[config.mk]
export PLATFORM = sky130hd
export DESIGN_NAME = ysyx_23060208_idu_issue_flat
export DESIGN_NICKNAME = d
export VERILOG_FILES = /design/src/rtl/ysyx_23060208_idu_issue_if.sv /design/src/rtl/ysyx_23060208_idu_issue.sv /design/src/flat_wrapper.sv
export SDC_FILE = /design/constraint.sdc
export NUM_CORES = 1
export LEC_CHECK = 0
export BUFFER_PORTS_ARGS = -buffer_cell sky130_fd_sc_hd__buf_2
export CAP_MARGIN = 40
export CORE_MARGIN = 5
export CORE_UTILIZATION = 56
export DETAILED_ROUTE_END_ITERATION = 10
export PLACE_DENSITY = 0.81
export SLEW_MARGIN = 20
export SYNTH_ARGS = -nofsm -noshare
export SYNTH_HDL_FRONTEND = slang
export SYNTH_SLANG_ARGS = --single-unit
[constraint.sdc]
create_clock -name clk -period 3.5 [get_ports clk]
set_input_delay 0.175 -clock clk [delete_from_list [all_inputs] [get_ports clk]]
set_output_delay 0.175 -clock clk [all_outputs]
set_load 0.005 [all_outputs]
[src/rtl/ysyx_23060208_idu_issue_if.sv]
// ysyx_23060208_idu_issue_if
// Bundles the three IDU-facing channels of the pipeline:
//   - IFU->IDU slot      : ifu_to_idu_bus {pc, inst}, ifu_to_idu_valid, idu_allowin
//   - redirect / retire  : flush, wb_valid, wb_rd
//   - IDU->EXU issue     : exu_allowin, idu_to_exu_valid, idu_pc, idu_inst,
//                          idu_rs1, idu_rs2, idu_rd, idu_rd_wen, idu_stall
// Modports:
//   slave  - the decode/issue stage itself
//   master - the surrounding pipeline (IFU, EXU, WBU, redirect logic)
interface ysyx_23060208_idu_issue_if #(
    parameter int unsigned DATA_WIDTH = 32,
    parameter int unsigned REG_WIDTH  = 5
);
    logic [2*DATA_WIDTH-1:0] ifu_to_idu_bus;
    logic                    ifu_to_idu_valid;
    logic                    idu_allowin;
    logic                    flush;
    logic                    wb_valid;
    logic [REG_WIDTH-1:0]    wb_rd;
    logic                    exu_allowin;
    logic                    idu_to_exu_valid;
    logic [DATA_WIDTH-1:0]   idu_pc;
    logic [DATA_WIDTH-1:0]   idu_inst;
    logic [REG_WIDTH-1:0]    idu_rs1;
    logic [REG_WIDTH-1:0]    idu_rs2;
    logic [REG_WIDTH-1:0]    idu_rd;
    logic                    idu_rd_wen;
    logic                    idu_stall;

    modport slave (
        input  ifu_to_idu_bus, ifu_to_idu_valid, flush, wb_valid, wb_rd, exu_allowin,
        output idu_allowin, idu_to_exu_valid, idu_pc, idu_inst, idu_rs1, idu_rs2,
               idu_rd, idu_rd_wen, idu_stall
    );

    modport master (
        output ifu_to_idu_bus, ifu_to_idu_valid, flush, wb_valid, wb_rd, exu_allowin,
        input  idu_allowin, idu_to_exu_valid, idu_pc, idu_inst, idu_rs1, idu_rs2,
               idu_rd, idu_rd_wen, idu_stall
    );
endinterface

[src/rtl/ysyx_23060208_idu_issue.sv]
// ysyx_23060208_idu_issue
// Decode/issue stage of the pipelined NPC core, between IFU and EXU.
// Holds one instruction slot, decodes its register usage and keeps it back while any
// source register still has an in-flight write (per-register pending-write counters).
// Ports:
//   clk  - clock
//   rst  - synchronous, active-low reset
//   idu  - slave side of ysyx_23060208_idu_issue_if (slot in, wb retire, issue out)
module ysyx_23060208_idu_issue #(
    parameter int unsigned DATA_WIDTH = 32,
    parameter int unsigned REG_WIDTH  = 5,
    parameter int unsigned CNT_WIDTH  = 2
) (
    input  logic                       clk,
    input  logic                       rst,
    ysyx_23060208_idu_issue_if.slave   idu
);
    localparam int unsigned NR_REGS = 1 << REG_WIDTH;
    localparam logic [CNT_WIDTH-1:0] CNT_MAX = '1;
    localparam logic [CNT_WIDTH-1:0] CNT_ONE = CNT_WIDTH'(1);

    localparam logic [6:0] OPC_LUI    = 7'b0110111;
    localparam logic [6:0] OPC_AUIPC  = 7'b0010111;
    localparam logic [6:0] OPC_JAL    = 7'b1101111;
    localparam logic [6:0] OPC_SYSTEM = 7'b1110011;
    localparam logic [6:0] OPC_OP     = 7'b0110011;
    localparam logic [6:0] OPC_STORE  = 7'b0100011;
    localparam logic [6:0] OPC_BRANCH = 7'b1100011;

    // Slot register
    logic                    valid_q;
    logic [2*DATA_WIDTH-1:0] bus_q;

    // Pending-write counters, one per architectural register
    logic [CNT_WIDTH-1:0] cnt_q [NR_REGS];
    logic [CNT_WIDTH-1:0] cnt_d [NR_REGS];

    logic [DATA_WIDTH-1:0] inst;
    logic [6:0]            opcode;
    logic [2:0]            funct3;
    logic [REG_WIDTH-1:0]  rs1;
    logic [REG_WIDTH-1:0]  rs2;
    logic [REG_WIDTH-1:0]  rd;
    logic                  is_priv;
    logic                  uses_rs1;
    logic                  uses_rs2;
    logic                  rd_wen;
    logic                  hazard;
    logic                  ready_go;
    logic                  allowin;
    logic                  issue_valid;
    logic                  fire;

    // ------------------------------------------------------------------
    // Decode
    // ------------------------------------------------------------------
    assign inst   = bus_q[DATA_WIDTH-1:0];
    assign opcode = inst[6:0];
    assign funct3 = inst[14:12];
    // Register fields are truncated to REG_WIDTH (RV32E keeps the low 4 bits)
    assign rs1    = inst[15 +: REG_WIDTH];
    assign rs2    = inst[20 +: REG_WIDTH];
    assign rd     = inst[7 +: REG_WIDTH];

    // ecall/ebreak/mret etc.: SYSTEM with funct3 == 0 touches no GPR
    assign is_priv  = (opcode == OPC_SYSTEM) && (funct3 == 3'b000);

    assign uses_rs1 = !((opcode == OPC_LUI) || (opcode == OPC_AUIPC) || (opcode == OPC_JAL))
                      && !is_priv;
    assign uses_rs2 = (opcode == OPC_OP) || (opcode == OPC_STORE) || (opcode == OPC_BRANCH);
    assign rd_wen   = !((opcode == OPC_STORE) || (opcode == OPC_BRANCH)) && !is_priv
                      && (rd != '0);

    // ------------------------------------------------------------------
    // Hazard and handshake
    // ------------------------------------------------------------------
    // Counters are read as registered; a retire this cycle only helps next cycle.
    // A saturated rd counter also blocks, so the increment on issue can never overflow.
    assign hazard = (uses_rs1 && (cnt_q[rs1] != '0))
                  || (uses_rs2 && (cnt_q[rs2] != '0))
                  || (rd_wen && (cnt_q[rd] == CNT_MAX));

    assign ready_go    = !hazard;
    assign issue_valid = valid_q && ready_go && !idu.flush;
    assign allowin     = !valid_q || (ready_go && idu.exu_allowin) || idu.flush;
    assign fire        = issue_valid && idu.exu_allowin;

    // ------------------------------------------------------------------
    // Scoreboard next state
    // ------------------------------------------------------------------
    always_comb begin
        for (int i = 0; i < NR_REGS; i++) begin
            logic inc;
            logic dec;
            cnt_d[i] = cnt_q[i];
            inc = fire && rd_wen && (rd == REG_WIDTH'(i));
            dec = idu.wb_valid && (idu.wb_rd == REG_WIDTH'(i));
            // Simultaneous issue and retire on one register cancel out
            if (inc && !dec) begin
                cnt_d[i] = cnt_q[i] + CNT_ONE;
            end else if (dec && !inc && (cnt_q[i] != '0)) begin
                cnt_d[i] = cnt_q[i] - CNT_ONE;
            end
        end
        // x0 is hardwired; never tracked
        cnt_d[0] = '0;
    end

    // ------------------------------------------------------------------
    // State
    // ------------------------------------------------------------------
    always_ff @(posedge clk) begin
        if (!rst) begin
            valid_q <= 1'b0;
            bus_q   <= '0;
            for (int i = 0; i < NR_REGS; i++) begin
                cnt_q[i] <= '0;
            end
        end else begin
            if (allowin) begin
                // A redirect in the accept cycle also kills the incoming slot
                valid_q <= idu.ifu_to_idu_valid && !idu.flush;
                bus_q   <= idu.ifu_to_idu_bus;
            end
            cnt_q <= cnt_d;
        end
    end

    // ------------------------------------------------------------------
    // Outputs
    // ------------------------------------------------------------------
    assign idu.idu_allowin      = allowin;
    assign idu.idu_to_exu_valid = issue_valid;
    assign idu.idu_pc           = bus_q[2*DATA_WIDTH-1:DATA_WIDTH];
    assign idu.idu_inst         = inst;
    assign idu.idu_rs1          = rs1;
    assign idu.idu_rs2          = rs2;
    assign idu.idu_rd           = rd;
    assign idu.idu_rd_wen       = rd_wen;
    assign idu.idu_stall        = valid_q && hazard;

endmodule
[src/flat_wrapper.sv]
// flat-port wrapper written by rule: the top's interface ports become plain ports
module ysyx_23060208_idu_issue_flat 
#(
    parameter int unsigned DATA_WIDTH = 32,
    parameter int unsigned REG_WIDTH  = 5,
    parameter int unsigned CNT_WIDTH  = 2
)
  (clk, rst, idu_ifu_to_idu_bus, idu_ifu_to_idu_valid, idu_flush, idu_wb_valid, idu_wb_rd, idu_exu_allowin, idu_idu_allowin, idu_idu_to_exu_valid, idu_idu_pc, idu_idu_inst, idu_idu_rs1, idu_idu_rs2, idu_idu_rd, idu_idu_rd_wen, idu_idu_stall);
  ysyx_23060208_idu_issue_if #(.DATA_WIDTH(DATA_WIDTH), .REG_WIDTH(REG_WIDTH)) idu_i ();
  input  logic clk;
  input  logic rst;
  input wire logic [$bits(idu_i.ifu_to_idu_bus)-1:0] idu_ifu_to_idu_bus;
  input wire logic [$bits(idu_i.ifu_to_idu_valid)-1:0] idu_ifu_to_idu_valid;
  input wire logic [$bits(idu_i.flush)-1:0] idu_flush;
  input wire logic [$bits(idu_i.wb_valid)-1:0] idu_wb_valid;
  input wire logic [$bits(idu_i.wb_rd)-1:0] idu_wb_rd;
  input wire logic [$bits(idu_i.exu_allowin)-1:0] idu_exu_allowin;
  output wire logic [$bits(idu_i.idu_allowin)-1:0] idu_idu_allowin;
  output wire logic [$bits(idu_i.idu_to_exu_valid)-1:0] idu_idu_to_exu_valid;
  output wire logic [$bits(idu_i.idu_pc)-1:0] idu_idu_pc;
  output wire logic [$bits(idu_i.idu_inst)-1:0] idu_idu_inst;
  output wire logic [$bits(idu_i.idu_rs1)-1:0] idu_idu_rs1;
  output wire logic [$bits(idu_i.idu_rs2)-1:0] idu_idu_rs2;
  output wire logic [$bits(idu_i.idu_rd)-1:0] idu_idu_rd;
  output wire logic [$bits(idu_i.idu_rd_wen)-1:0] idu_idu_rd_wen;
  output wire logic [$bits(idu_i.idu_stall)-1:0] idu_idu_stall;
  assign idu_i.ifu_to_idu_bus = idu_ifu_to_idu_bus;
  assign idu_i.ifu_to_idu_valid = idu_ifu_to_idu_valid;
  assign idu_i.flush = idu_flush;
  assign idu_i.wb_valid = idu_wb_valid;
  assign idu_i.wb_rd = idu_wb_rd;
  assign idu_i.exu_allowin = idu_exu_allowin;
  assign idu_idu_allowin = idu_i.idu_allowin;
  assign idu_idu_to_exu_valid = idu_i.idu_to_exu_valid;
  assign idu_idu_pc = idu_i.idu_pc;
  assign idu_idu_inst = idu_i.idu_inst;
  assign idu_idu_rs1 = idu_i.idu_rs1;
  assign idu_idu_rs2 = idu_i.idu_rs2;
  assign idu_idu_rd = idu_i.idu_rd;
  assign idu_idu_rd_wen = idu_i.idu_rd_wen;
  assign idu_idu_stall = idu_i.idu_stall;
  ysyx_23060208_idu_issue #(.DATA_WIDTH(DATA_WIDTH), .REG_WIDTH(REG_WIDTH), .CNT_WIDTH(CNT_WIDTH)) u_core (.clk(clk), .rst(rst), .idu(idu_i));
endmodule
==> reports/results.txt <==
Top delay family on crit path = simple AND/OR/NAND/NOR gates
Final period util = 1.01
first-pass GRT wire length = 46300 um
Unique masters post-synth = 83
FILL cells = 943
Die Width = 130 um
FP Rows = 43
Worst setup startpoint = u_core.bus_q[3]
multi-input logic area = 5000 um2
worst relative slew slack = 0.485
CTS tree = built
Design Power = 3.88 mW
post-synthesis instance area = 8050 um2
Worst Path Required = 3.32 ns
largest net degree at the start of global routing = 96
routability cong. = 1.01
syn nets = 1031
worst-margin pin slew = 0.770 ns
register area = 2550 um2
post-DP HPWL = 19900 um
Post-route DRC = 0
Critical Path Fanout Max = 21
WP data arrival = 3.36 ns
final hold violations = 1
share of cells above drive strength 1 = 0.243
most common cell in the netlist = nor2_1
num ports = 158
CP Cell Sequence = nand4b_1 -> nor2_1 -> nand3_1 -> a2111o_1 -> nor2_4 -> buf_4 -> o41ai_4 -> buf_6 -> buf_2
Peak VDD IR = 0.373 mV
DRT iter0 DRCs = 1432
root buffer cell = clkbuf_16
hold path start = idu_ifu_to_idu_bus[41]
Remaining Overflow, GRT = 0
number of buffers inserted during clock tree synthesis = 17
antenna-violating nets left = 0
critical path endpoint category = output port
WP depth = 9
IO Port Bufs = 157
Setup crit end = idu_idu_allowin
Post-synth EDFFs = 0
f_max = 283 MHz
Avg WL per Cell = 22.5 um
Crit path largest cell delay = 0.47 ns
flop-to-flop setup slack = 0.09 ns
initial antenna violation count = 0
WP buf/inv = 3
Core Region = 14000 um2
1st-pass router iterations = 7
final non-filler cell total = 1349
Layout Nets = 1230
flip-flop and latch count after synthesis = 127
die area = 16900 um2
leading area contributor after synthesis = dfxtp_1
Slew Limit Fails = 0
Primary FF master, synth = dfxtp_1
reg-to-reg critical path endpoint = u_core.cnt_q[16]
sink count of the clock tree = 127
via count = 9192
Via-to-Cell Ratio = 6.81
vias in the first global route = 8697
GR Util All Layers = 0.351
sequential share of the synthesized area = 0.316
average size of a mapped cell = 8.42 um2
placed insts = 1265
leakage power = 4.39 nW
Cells after Synth = 956
WS Path Type = flip-flop to output port
r2r worst-path depth = 7
Hold Crit Class = input port to flip-flop
CTS clock-pin slew for the worst setup and hold paths = 0.07 ns
CP Launch Type = flip-flop
setup ws final = -0.0356 ns
power per cell area = 382 nW/um2
final clock skew = 0.0154 ns
Post-synth ARST share = 0
final WL = 30400 um
failing checks = negative hold slack, negative setup slack
top cells by count, synth = 141 x nor2_1, 127 x dfxtp_1, 68 x mux2i_1, 59 x nand2_1, 46 x nor3_1
starting density of the core = 0.575
synth top area cells = dfxtp_1 32%, mux2i_1 8.5%, nor2_1 6.6%
RR Startpoint = u_core.bus_q[15]
RSZ-0062 raised after global routing = true
Final Core Density = 0.725
top cell type's share of synthesized area = 0.316
Synth warnings = 0
Hold WS = -0.0128 ns
maxcap violations = 0
# H-tree levels = 4
Period minus WS final = 3.54 ns
clock latency on the worst-skew pair = 0.44 ns
Clock Tree Buf Depth = 2
outcome = complete, but fails checks
CP max stage cell = a2111o_1
Die Y = 130 um
setup violators final = 1
area delta synth->final = 26.1%
-- area by class of cell --
| class | instances | area share |
|---|---|---|
| multi-input combinational | 732 | 0.492 |
| sequential | 127 | 0.251 |
| timing repair buffer | 257 | 0.168 |
| clock buffer | 17 | 0.0419 |
| tap | 180 | 0.0222 |
| clock inverter | 15 | 0.0164 |
| inverter | 20 | 0.00752 |
| antenna | 1 | 0.000247 |
-- stage by stage --
step / setup WS (ns) / instance area (um2) / setup TNS (ns)
6_report: -0.0356 / 10100 / -0.0356
5_1_grt: -0.0457 / 10100 / -0.0457
4_1_cts: 0.0402 / 10100 / 0
3_5_place_dp: 0.0568 / 9030 / 0
3_3_place_gp: 0.132 / 9030 / 0
2_1_floorplan: 0.715 / 8050 / 0
-- timing repair --
| item | CTS | global route |
|---|---|---|
| hold buffers | 51 | 0 |
| buffers inserted | 0 | 0 |
| hold endpoints to repair | 51 | 0 |
| setup endpoints to repair | 3 | 2 |
| resized for setup | 5 | 2 |
-- flip-flops by register name (all words and copies together) (netlist names) --
| name | flops |
|---|---|
| u_core.cnt_q | 62 |
| u_core.valid_q | 1 |
| u_core.bus_q | 64 |
-- how the worst min path moves through the flow --
stage / cells after the start / to / slack (ns)
after floorplan: 2 / u_core.bus_q[0] / 0.32
after global placement: 3 / u_core.bus_q[35] / 0.41
after detailed placement: 3 / u_core.bus_q[0] / 0.42
after CTS: 3 / u_core.bus_q[7] / 0.0008
after global routing: 3 / u_core.bus_q[19] / 0.01
final: 3 / u_core.bus_q[41] / -0.01
-- tightest hold or removal path, stage by stage --
cell     delay [ns]
buf_2          0.08
mux2i_1        0.06
nor2_1         0.08
-- where the power goes --
part | internal, mW | total [mW] | switching (mW)
Clock | 1.01 | 1.81 | 0.791
Sequential | 1.49 | 1.55 | 0.0598
Combinational | 0.226 | 0.525 | 0.299
-- cells in the final DEF (no fill, tap or decap), types with 17 or more instances in the layout --
| cell | count |
|---|---|
| buf_4 | 45 |
| nand3_1 | 27 |
| o211ai_1 | 19 |
| nor2_1 | 141 |
| nor3_1 | 46 |
| dfxtp_1 | 123 |
| mux2i_1 | 68 |
| nor4_1 | 33 |
| buf_2 | 157 |
| a21oi_1 | 29 |
| or3_1 | 23 |
| o21ai_0 | 36 |
| mux4_2 | 20 |
| clkbuf_16 | 17 |
| nand2_1 | 59 |
| dlygate4sd3_1 | 51 |
-- cell families after synthesis --
logic type,Yosys count,synth area share
xor+xnor,9,0.00980
buf+inv,97,0.0638
simple gates,440,0.286
flops,127,0.316
compound gates,192,0.176
mux,91,0.148
-- per-layer routing --
layer,GRT usage,vias up,share of wire
met2,0.574,772,0.47
met1,0.414,4219,0.35
met4,0.224,0,0.074
met5,0,-,0
li1,-,3989,-
met3,0.0847,212,0.10
Note: power is estimated with default switching activity, not from simulation.
